--- config.mk ---
export PLATFORM = sky130hd
export DESIGN_NAME = fifo_level
export DESIGN_NICKNAME = d
export VERILOG_FILES = /design/src/rtl/fifo_level.sv
export SDC_FILE = /design/constraint.sdc
export NUM_CORES = 1
export LEC_CHECK = 0
export ABC_AREA = 1
export CELL_PAD_IN_SITES_DETAIL_PLACEMENT = 1
export CELL_PAD_IN_SITES_GLOBAL_PLACEMENT = 1
export CORE_MARGIN = 5
export CORE_UTILIZATION = 46
export CTS_CLUSTER_DIAMETER = 100
export DETAILED_ROUTE_END_ITERATION = 8
export PLACE_DENSITY_LB_ADDON = 0.05
export SETUP_SLACK_MARGIN = 0.4
export SLEW_MARGIN = 20
export SYNTH_ARGS = -nofsm -noshare
export SYNTH_HDL_FRONTEND = slang
export SYNTH_SLANG_ARGS = --single-unit
--- constraint.sdc ---
create_clock -name clk -period 3.5 [get_ports clk]
set_clock_uncertainty 0.2 [all_clocks]
set_input_delay 0.7 -clock clk [delete_from_list [all_inputs] [get_ports clk]]
set_output_delay 0.7 -clock clk [all_outputs]
set_load 0.1 [all_outputs]
--- src/rtl/fifo_level.sv ---
// Synchronous FIFO with fill level, programmable almost flags, overflow/underflow
// pulses and a selectable first-word-fall-through or registered read port.
module fifo_level #(
  parameter int DWIDTH    = 32,
  parameter int AWIDTH    = 3,
  parameter int AEMPTY_TH = 1,
  parameter int AFULL_TH  = 1,
  parameter int FWFT      = 1
) (
  input  logic              clk,
  input  logic              res_n,
  input  logic              shiftin,
  input  logic [DWIDTH-1:0] data_in,
  input  logic              shiftout,
  output logic [DWIDTH-1:0] data_out,
  output logic              empty,
  output logic              full,
  output logic              almost_empty,
  output logic              almost_full,
  output logic [AWIDTH:0]   level,
  output logic              overflow,
  output logic              underflow
);

  localparam int DEPTH = 1 << AWIDTH;
  localparam logic [AWIDTH:0] AE_LVL = (AWIDTH+1)'(AEMPTY_TH);
  localparam logic [AWIDTH:0] AF_LVL = (AWIDTH+1)'(DEPTH - AFULL_TH);

  logic [DWIDTH-1:0] mem [DEPTH];
  logic [AWIDTH-1:0] wr_ptr;
  logic [AWIDTH-1:0] rd_ptr;
  logic              rd_ok;
  logic              wr_ok;
  logic [AWIDTH:0]   level_nxt;

  // A full FIFO still accepts a write when the same edge pops a word.
  always_comb begin
    rd_ok     = shiftout & ~empty;
    wr_ok     = shiftin & (~full | rd_ok);
    level_nxt = level + (AWIDTH+1)'(wr_ok) - (AWIDTH+1)'(rd_ok);
  end

  always_ff @(posedge clk or negedge res_n) begin
    if (!res_n) begin
      wr_ptr       <= '0;
      rd_ptr       <= '0;
      level        <= '0;
      empty        <= 1'b1;
      full         <= 1'b0;
      almost_empty <= 1'b1;
      almost_full  <= (AFULL_TH >= DEPTH);
      overflow     <= 1'b0;
      underflow    <= 1'b0;
    end else begin
      if (wr_ok) wr_ptr <= wr_ptr + 1'b1;
      if (rd_ok) rd_ptr <= rd_ptr + 1'b1;
      level        <= level_nxt;
      empty        <= (level_nxt == '0);
      full         <= (level_nxt == (AWIDTH+1)'(DEPTH));
      almost_empty <= (level_nxt <= AE_LVL);
      almost_full  <= (level_nxt >= AF_LVL);
      overflow     <= shiftin & ~wr_ok;
      underflow    <= shiftout & empty;
    end
  end

  // Storage carries no reset; contents are only meaningful below the level count.
  always_ff @(posedge clk) begin
    if (wr_ok) mem[wr_ptr] <= data_in;
  end

  generate
    if (FWFT != 0) begin : g_fwft
      assign data_out = mem[rd_ptr];
    end else begin : g_reg
      logic [DWIDTH-1:0] dout_p0;
      always_ff @(posedge clk or negedge res_n) begin
        if (!res_n)     dout_p0 <= '0;
        else if (rd_ok) dout_p0 <= mem[rd_ptr];
      end
      assign data_out = dout_p0;
    end
  endgenerate

endmodule
==> qor.yml <==
outcome:
  outcome: "finished, final reports clean"
synth:
  yosys.area_share.xor_xnor_pct: 0.220
  synth_seq_area_share_pct: 67.8
  synth_area_leader_cell: "edfxtp_1"
  synth_fa_ha_area_share_pct: 0.797
  synthTopCellsByArea: "edfxtp_1 64%, nand2_1 14%, inv_1 8.6%"
  synthTopCellsByCount: "450 x nand2_1, 272 x inv_1, 256 x edfxtp_1"
  synth_fp_nets: 1249
  synth_simple_gate_area_share_pct: 20.2
  synth_top_family_by_area: "simple AND/OR/NAND/NOR gates"
  synth_top_cell_area_share_pct: 64.4
  muxShareOfSynthArea_pct: 0
  synth-seq-cells: 272
  synth_compound_area_share_pct: 0.168
  synth_most_common_cell: "nand2_1"
  ys.flop_type: "edfxtp_1"
  ys_warn_count: 0
  syn_area_per_cell_sq_um: 9.89
  synth_cell_type_count: 20
  async_flop_share_pct: 5.88
  syn-cell-area_sq_um: 11900
  synth_edf_count: 256
  synth_cells: 1206
place:
  io_buffers: 77
  pre_cts_slack_ps: 150
  gp_congestion: 0.722
  hpwl_mm: 16.0
floorplanning:
  die_h_um: 171
  coreArea_sq_um: 25800
  rows: 59
  start_util_pct: 46.2
  die_x_um: 171
  io_pins: 78
  die_area_sq_um: 29300
route:
  detail_route.vias_per_cell: 4.93
  firstDrtPassIters: 7
  ant_nets: 0
  finalWirelength_mm: 28.9
  drt-wirelength-per-cell_um: 17.6
  vias: 8108
  drc: 0
  first_iter_violations: 476
clock_tree:
  clk_path_buf_depth: 3
  clk_pin_slew_worst_paths_ps: 60
  cts_tree: "done"
  root_buffer: "clkbuf_16"
  cts-htree-levels: 1
  numCtsBuffers: 29
  cts_num_sinks: 272
  clock_latency_ps: 530
global_route:
  grt_overflow: 0
  grt_max_degree: 87
  grt_pass1_vias: 8624
  grt_pass1_wl_mm: 45.2
  grt.total_usage_pct: 19.8
  antenna_found_initial: 0
setup_path:
  cp.arrival_ps: 2120
  cp_max_fo: 86
  cp-end-kind: "output port"
  start_kind: "register"
  cp.required_ps: 2600
  reg2reg_depth: 14
  path_class: "register to output port"
timing:
  slew_headroom_pct: 51.8
  tns_ps: 0
  max_freq_ghz: 0.331
  fin_ws_ps: 477
  slew_violations: 0
  min_period_ps: 3020
  finalSetupViolCount: 0
  rsz0062_at_grt: "true"
  worstMarginPinSlew_ps: 720
  finalCritPeriodShare_pct: 86.4
  hold_violations: 0
  hold_slack_ps: 310
layout:
  nFillCells: 2780
  antennaDiodeCount: 0
  area_growth_pct: 21.4
  layout.nets: 1331
  drive_gt1_share_pct: 9.24
flow_run:
  max-cap-violations: 0
hold_path:
  hold_depth: 2
  hold_path.class: "register to register"
-- final timing paths --
kind | startpoint | to | slack, ps
worst min register to register | empty | underflow | 310
max in group asynchronous | res_n | rd_ptr[0] | 2170
worst min-delay path | empty | underflow | 310
min in group asynchronous | res_n | wr_ptr[0] | 400
worst max register to register | empty | full | 800
worst max-delay path | rd_ptr[0] | data_out[31] | 480
-- critical path, stage by stage (launching register included) --
cell	delay [ps]
dfrtp_4	520
buf_12	210
nand2_1	140
nand3_1	100
nand2_1	100
nand2_1	50
nand2_1	200
buf_12	200
-- flip-flops by register name, summed over array words and instances (netlist names) --
| register | cells |
|---|---|
| wr_ptr | 3 |
| rd_ptr | 3 |
| underflow | 1 |
| level | 4 |
| almost_full | 1 |
| mem | 256 |
| full | 1 |
| empty | 1 |
| overflow | 1 |
| almost_empty | 1 |
-- cells by family (layout without fill, tap and decap cells) --
family,Yosys count,count (layout)
adders and majority gates,7,7
buffers and inverters,323,427
DFF,272,272
xor gates and xnor gates,3,3
and+or+nand+nor,597,597
AOI/OAI and AO/OA,4,4
-- layer usage --
metal / share of wire, % / up-vias / track usage, %
met3: 3.8 / 35 / 2.15
li1: - / 3902 / -
met2: 52 / 139 / 36.3
met4: 1.6 / 0 / 4.03
met5: 0 / - / 0
met1: 43 / 4032 / 25.5
-- cell type report --
cell class / count / area (sq um) / area share [%]
sequential: 272 / 8100 / 55.9
timing repair buffer: 100 / 1450 / 9.97
clock buffer: 37 / 756 / 5.22
multi-input combinational: 611 / 2610 / 18.0
clock inverter: 16 / 130 / 0.898
tap: 335 / 419 / 2.89
inverter: 274 / 1030 / 7.12
-- placed cells by master (no fill, tap or decap), drive strengths merged --
master,netlist,routed
or2,2,2
bufinv,0,2
clkdlybuf4s50,0,35
nor2,14,14
ha,6,6
inv,273,274
fa,1,1
o21ai,3,3
nand3,131,131
a21oi,1,1
dfstp,2,2
xor2,2,2
clkbuf,5,39
clkinv,1,14
edfxtp,256,256
dfrtp,14,14
nand2,450,450
buf,44,63
xnor2,1,1
-- stage by stage --
step                std cells  area [sq um]  utilization, %
floorplan                1206         11900               -
global placement         1589         13500            52.2
detailed placement       1589         13500            52.2
CTS                      1643         14400            55.8
global route             1645         14500            56.1
finish                   1645         14500            56.1
-- what timing repair did --
item                       4_1_cts  5_1_grt
setup endpoints to repair        8       21
gates cloned                     1        2
gates resized for setup          3        4
setup buffers                    0        0
hold buffers                     0        0
Power is left out: the tool's default activity adds up to more than one toggle a clock period on the data nets, which glitch-free logic cannot reach.
